### config.mk
export PLATFORM = sky130hd
export DESIGN_NAME = formant_dp_sched
export DESIGN_NICKNAME = d
export VERILOG_FILES = /design/src/rtl/formant_dp_sched.sv
export SDC_FILE = /design/constraint.sdc
export NUM_CORES = 1
export LEC_CHECK = 0
export CAP_MARGIN = 40
export CORE_MARGIN = 2
export CORE_UTILIZATION = 39
export DETAILED_ROUTE_END_ITERATION = 10
export GPL_ROUTABILITY_DRIVEN = 1
export PLACE_DENSITY = 0.63
export SETUP_SLACK_MARGIN = 0.05
export SYNTH_ARGS = -nofsm -noshare
export SYNTH_HDL_FRONTEND = slang
export SYNTH_SLANG_ARGS = --single-unit
### constraint.sdc
create_clock -name clk_in -period 10.6 [get_ports clk_in]
set_clock_uncertainty 0.1 [all_clocks]
set_input_delay 2.12 -clock clk_in [delete_from_list [all_inputs] [get_ports clk_in]]
set_output_delay 2.12 -clock clk_in [all_outputs]
set_load 0.05 [all_outputs]
### src/rtl/formant_dp_sched.sv
// Per-bin DP sequencer for formant segmentation: walks rows k, issues E/F
// reads, min-reduces F(k-1,j)+E(j+1,i) over j and writes F(k,i)/B(k,i).
module formant_dp_sched #(
   parameter int BIT_WIDTH = 32,
   parameter int I         = 160,
   parameter int FORMANTS  = 4,
   parameter int READ_LAT  = 2,
   localparam int I_WIDTH  = $clog2(I),
   localparam int KW       = (FORMANTS > 1) ? $clog2(FORMANTS) : 1
) (
   input  logic                 clk_in,
   input  logic                 rst_in,
   input  logic                 begin_iter,
   input  logic [I_WIDTH-1:0]   i,
   input  logic [BIT_WIDTH-1:0] e_head,
   input  logic [BIT_WIDTH-1:0] e_prev,
   input  logic [BIT_WIDTH-1:0] f_prev,
   output logic [KW-1:0]        k_req,
   output logic [I_WIDTH-1:0]   j_req,
   output logic [KW-1:0]        k_write,
   output logic [BIT_WIDTH-1:0] f_data,
   output logic [I_WIDTH-1:0]   b_data,
   output logic                 output_valid,
   output logic                 iter_done,
   output logic                 busy
);

   typedef enum logic [2:0] {IDLE, ROW0, ISSUE, DRAIN, WRITE, DONE} state_t;

   state_t               state_q, state_d;
   logic [I_WIDTH-1:0]   i_q, i_d;
   logic [KW-1:0]        k_q, k_d;
   logic [BIT_WIDTH-1:0] min_q, min_d;
   logic [I_WIDTH-1:0]   arg_q, arg_d;
   logic [I_WIDTH-1:0]   rj_q, rj_d;
   logic [READ_LAT-1:0]  vld_q, vld_d;
   logic [READ_LAT-1:0]  last_q, last_d;
   logic [KW-1:0]        k_req_q, k_req_d;
   logic [I_WIDTH-1:0]   j_req_q, j_req_d;
   logic [KW-1:0]        k_write_q, k_write_d;
   logic [BIT_WIDTH-1:0] f_data_q, f_data_d;
   logic [I_WIDTH-1:0]   b_data_q, b_data_d;
   logic                 ov_q, ov_d;
   logic                 done_q, done_d;
   logic                 busy_q, busy_d;

   logic [BIT_WIDTH:0]   sum_w;
   logic [BIT_WIDTH-1:0] sum_sat;
   logic                 resp;
   logic [BIT_WIDTH-1:0] min_n;
   logic [I_WIDTH-1:0]   arg_n;
   logic                 go_row;
   logic [KW-1:0]        kn;

   assign sum_w   = {1'b0, f_prev} + {1'b0, e_prev};
   assign sum_sat = sum_w[BIT_WIDTH] ? '1 : sum_w[BIT_WIDTH-1:0];
   assign resp    = vld_q[READ_LAT-1];

   always_comb begin
      state_d   = state_q;
      i_d       = i_q;
      k_d       = k_q;
      rj_d      = rj_q;
      k_req_d   = k_req_q;
      j_req_d   = j_req_q;
      k_write_d = k_write_q;
      f_data_d  = f_data_q;
      b_data_d  = b_data_q;
      ov_d      = 1'b0;
      done_d    = 1'b0;
      busy_d    = busy_q;
      go_row    = 1'b0;
      kn        = k_q;
      vld_d     = vld_q << 1;
      last_d    = last_q << 1;

      // strict compare keeps the earliest j on ties
      min_n = min_q;
      arg_n = arg_q;
      if (resp) begin
         rj_d = rj_q + 1'b1;
         if (sum_sat < min_q) begin
            min_n = sum_sat;
            arg_n = rj_q;
         end
      end
      min_d = min_n;
      arg_d = arg_n;

      unique case (state_q)
         IDLE: begin
            if (begin_iter) begin
               i_d       = i;
               busy_d    = 1'b1;
               state_d   = ROW0;
               ov_d      = 1'b1;
               k_write_d = '0;
               f_data_d  = e_head;
               b_data_d  = '0;
            end
         end
         ROW0: begin
            if (FORMANTS == 1) begin
               state_d = DONE;
               done_d  = 1'b1;
            end else begin
               go_row = 1'b1;
               kn     = KW'(1);
            end
         end
         ISSUE: begin
            vld_d[0]  = 1'b1;
            last_d[0] = (j_req_q == i_q);
            if (j_req_q == i_q) state_d = DRAIN;
            else j_req_d = j_req_q + 1'b1;
         end
         DRAIN: begin
            if (resp && last_q[READ_LAT-1]) begin
               state_d   = WRITE;
               ov_d      = 1'b1;
               k_write_d = k_q;
               f_data_d  = min_n;
               b_data_d  = arg_n;
            end
         end
         WRITE: begin
            if (k_q == KW'(FORMANTS - 1)) begin
               state_d = DONE;
               done_d  = 1'b1;
            end else begin
               go_row = 1'b1;
               kn     = k_q + 1'b1;
            end
         end
         DONE: begin
            state_d = IDLE;
            busy_d  = 1'b0;
         end
         default: state_d = IDLE;
      endcase

      // infeasible rows (i < k) skip the read phase entirely
      if (go_row) begin
         k_d = kn;
         if (i_q < I_WIDTH'(kn)) begin
            state_d   = WRITE;
            ov_d      = 1'b1;
            k_write_d = kn;
            f_data_d  = '1;
            b_data_d  = '0;
         end else begin
            state_d = ISSUE;
            k_req_d = kn;
            j_req_d = I_WIDTH'(kn) - 1'b1;
            min_d   = '1;
            arg_d   = I_WIDTH'(kn) - 1'b1;
            rj_d    = I_WIDTH'(kn) - 1'b1;
         end
      end
   end

   always_ff @(posedge clk_in or posedge rst_in) begin
      if (rst_in) begin
         state_q   <= IDLE;
         i_q       <= '0;
         k_q       <= '0;
         min_q     <= '0;
         arg_q     <= '0;
         rj_q      <= '0;
         vld_q     <= '0;
         last_q    <= '0;
         k_req_q   <= '0;
         j_req_q   <= '0;
         k_write_q <= '0;
         f_data_q  <= '0;
         b_data_q  <= '0;
         ov_q      <= 1'b0;
         done_q    <= 1'b0;
         busy_q    <= 1'b0;
      end else begin
         state_q   <= state_d;
         i_q       <= i_d;
         k_q       <= k_d;
         min_q     <= min_d;
         arg_q     <= arg_d;
         rj_q      <= rj_d;
         vld_q     <= vld_d;
         last_q    <= last_d;
         k_req_q   <= k_req_d;
         j_req_q   <= j_req_d;
         k_write_q <= k_write_d;
         f_data_q  <= f_data_d;
         b_data_q  <= b_data_d;
         ov_q      <= ov_d;
         done_q    <= done_d;
         busy_q    <= busy_d;
      end
   end

   assign k_req        = k_req_q;
   assign j_req        = j_req_q;
   assign k_write      = k_write_q;
   assign f_data       = f_data_q;
   assign b_data       = b_data_q;
   assign output_valid = ov_q;
   assign iter_done    = done_q;
   assign busy         = busy_q;

endmodule

==> qor.txt <==
status = finished, final reports clean
Min-Delay Endpoint = last_q[1]$_DFF_PP0_
post-synth top area share = 38.7%
Max VDD drop = 0.189 mV
critical path launch point type = input pin
Synth Cell Area = 7760 um2
final slew viol count = 0
global-route wire length before repair = 34600 um
placed insts = 1250
Site Rows = 51
syn nets = 1029
CP max FO = 50
Die Height = 145 um
Syn Area/Cell = 9.09 um2
final instance count without filler cells = 1280
Worst Hold Depth = 0
clock sink total = 120
Lkg Pwr = 4.54 nW
Num CTS Buffers = 17
Commonest cells post-synth = dfrtp_1, nand2_1, ha_1, o21ai_0, a21oi_1
Worst-Margin Slew = 0.791 ns
die footprint = 21100 um2
DRC viols = 0
largest net degree at the start of global routing = 63
global route overflow = 0
Pwr per Cell Area = 244 nW/um2
I/O pins = 162
Post-DRT Antenna Nets = 0
Worst Path Required = 10.78 ns
sequence of cells on the critical path = clkdlybuf4s50_1 > ha_1 > fa_1 > a211oi_1 > o21ai_0 > o2111ai_1 > a211o_1 > and2_1 > buf_4 > nand2_1 > ha_1 > a211oi_1 > o21ai_0 > a21bo_2 > nor4_1 > nand3_1 > a21oi_4 > buf_4 > mux2i_1 > o21ai_1
CTS resizes = 0
Worst Path Arrival = 7.73 ns
cells after synthesis = 854
nature of the critical path endpoint = flip-flop
Final Cycle Share = 71.2%
hold buffer count at CTS = 0
max-cap viol count = 0
dominant cell type by area after synthesis = dfrtp_1
yosys synthesis warning count = 0
# setup viols final = 0
R2R cell count = 12
CTS H-tree depth = 4
Seq/Total Area, Yosys = 38.7%
WL final = 20700 um
Final Wtd Congestion = 0.830
slowest CP cell = a21oi_4
CP Class = in2reg
min-delay worst type = reg2reg
CTS root buf = clkbuf_16
layout cells sized above 1 = 6.01%
RR Startpoint = state_q[1]$_DFFE_PP0P_
main flop type after synthesis = dfrtp_1
synthesized flop and latch total = 120
Initial Utilization = 39.8%
wire length per cell = 16.2 um
Area contributors post-synth = dfrtp_1, ha_1, nand2_1
RSZ-0062 raised after global routing = false
Reg clk slew, reported paths = 0.05 ns
vias in the first global route = 6791
Port Buf Inserts = 161
Die Wd = 145 um
flop-to-flop setup slack = 7.04 ns
Post-synth EDFFs = 0
Setup TNS Final = 0 ns
Hold Crit Start = last_q[0]$_DFF_PP0_
DPL Wire Length = 15500 um
RR Endpoint = b_data[7]$_DFF_PP0_
Max clock buf depth = 2
nets@finish = 1179
Area growth, synth to finish = 31.2%
Clock Latency Late Sink = 0.41 ns
via count = 6786
Worst slew margin = 47.1%
CORE AREA = 19500 um2
First DRT Iteration DRCs = 394
most frequent cell after synthesis = dfrtp_1
initial antenna violation count = 0
CTS tree = built
slowest stage delay, CP = 0.56 ns
gr usage total = 19.9%
number of diodes = 0
overall power = 2.49 mW
Async SR Flop Fraction = 100%
Final Critical Period = 7.55 ns
final hold violations = 0
fmax = 132 MHz
drt via density = 5.30
drt pass-1 iters = 5
Post-CTS Setup Repair Bufs = 0
synth unique cells = 63
## worst max-delay path: cells and delay by family
| family | cells | cell delay, ns |
|---|---|---|
| adder cells (fa/ha/maj) | 3 | 0.99 |
| buffers and inverters | 3 | 1.34 |
| multiplexers | 1 | 0.37 |
| AND/OR/NAND/NOR | 4 | 0.70 |
| AO/OA/AOI/OAI | 9 | 2.20 |
## where the power goes
group          leakage (nW)  total (mW)  internal, mW  switching [mW]
combinational          2.83        1.19         0.486           0.707
sequential             1.44       0.746         0.619           0.127
clock                 0.274       0.551         0.360           0.191
## routing by layer
| metal | share of wire (%) | up-vias | track usage, % | routed length [um] |
|---|---|---|---|---|
| li1 | - | 3396 | - | - |
| met2 | 47 | 157 | 32.5 | 9700 |
| met5 | 0 | - | 0 | 0 |
| met3 | 5.6 | 18 | 5.06 | 1170 |
| met1 | 46 | 3215 | 26.5 | 9600 |
| met4 | 1.1 | 0 | 5.15 | 234 |
## state kept, by name, indices dropped and copies added (netlist names)
register / flops
k_req: 2
b_data: 8
i_q: 8
j_req: 8
last_q: 2
k_write: 2
f_data: 32
rj_q: 8
output_valid: 1
state_q: 3
iter_done: 1
arg_q: 8
min_q: 32
k_q: 2
busy: 1
vld_q: 2
## logic make-up after synthesis
group                      after synthesis  synth area share [%]
xor gates and xnor gates                45                  5.08
adders and majority gates               68                  11.1
DFF                                    120                  38.7
and+or+nand+nor                        236                  14.2
AOI/OAI and AO/OA                      264                  21.9
muxes                                   34                  4.58
buffers and inverters                   87                  4.53
## worst max-delay path by stage
stage	startpoint	end	cells past startpoint
4_1_cts	e_prev[0]	min_q[18]$_DFF_PP0_	20
3_3_place_gp	e_prev[19]	f_data[23]$_DFF_PP0_	20
5_1_grt	e_prev[19]	f_data[23]$_DFF_PP0_	20
3_5_place_dp	e_prev[0]	f_data[18]$_DFF_PP0_	20
6_report	e_prev[0]	f_data[18]$_DFF_PP0_	20
2_1_floorplan	e_prev[19]	arg_q[0]$_DFF_PP0_	20
## through the flow
step | hold slack [ns] | area [um2] | setup WS, ns | utilization, %
after floorplan | 0.231 | 7760 | 4.26 | -
after global placement | 0.231 | 9610 | 2.80 | 49.2
after detailed placement | 0.236 | 9620 | 2.64 | 49.3
after CTS | 0.248 | 10200 | 3.05 | 52.2
after global routing | 0.254 | 10200 | 2.48 | 52.2
final | 0.250 | 10200 | 3.05 | 52.2
## final cells by class
cell class	count	area (um2)
Sequential cell	120	3000
Multi-Input combinational cell	647	4420
Inverter	47	179
Timing Repair Buffer	171	1690
Fill cell	1838	9340
Clock inverter	8	97.6
Clock buffer	22	474
Tap cell	265	332
## cell usage in the layout (no fill, tap or decap), types with 4 or more instances in the layout
cell type / n
a211oi_1: 6
a21o_1: 12
a21oi_1: 64
a221oi_1: 34
a31o_1: 5
a31o_2: 4
a31oi_1: 5
and2_1: 9
and3_1: 9
buf_4: 10
clkbuf_16: 17
clkdlybuf4s50_1: 161
dfrtp_1: 120
ha_1: 67
inv_1: 46
mux2_2: 8
mux2i_1: 25
nand2_1: 94
nand2b_1: 12
nand3_1: 31
nand4_1: 6
nor2_1: 42
nor2b_1: 7
nor3_1: 7
nor4_1: 6
o21a_1: 4
o21ai_0: 65
o21ai_1: 24
o21bai_1: 7
o31ai_1: 4
xnor2_1: 19
xor2_1: 26
Note: power is estimated with default switching activity, not from simulation.
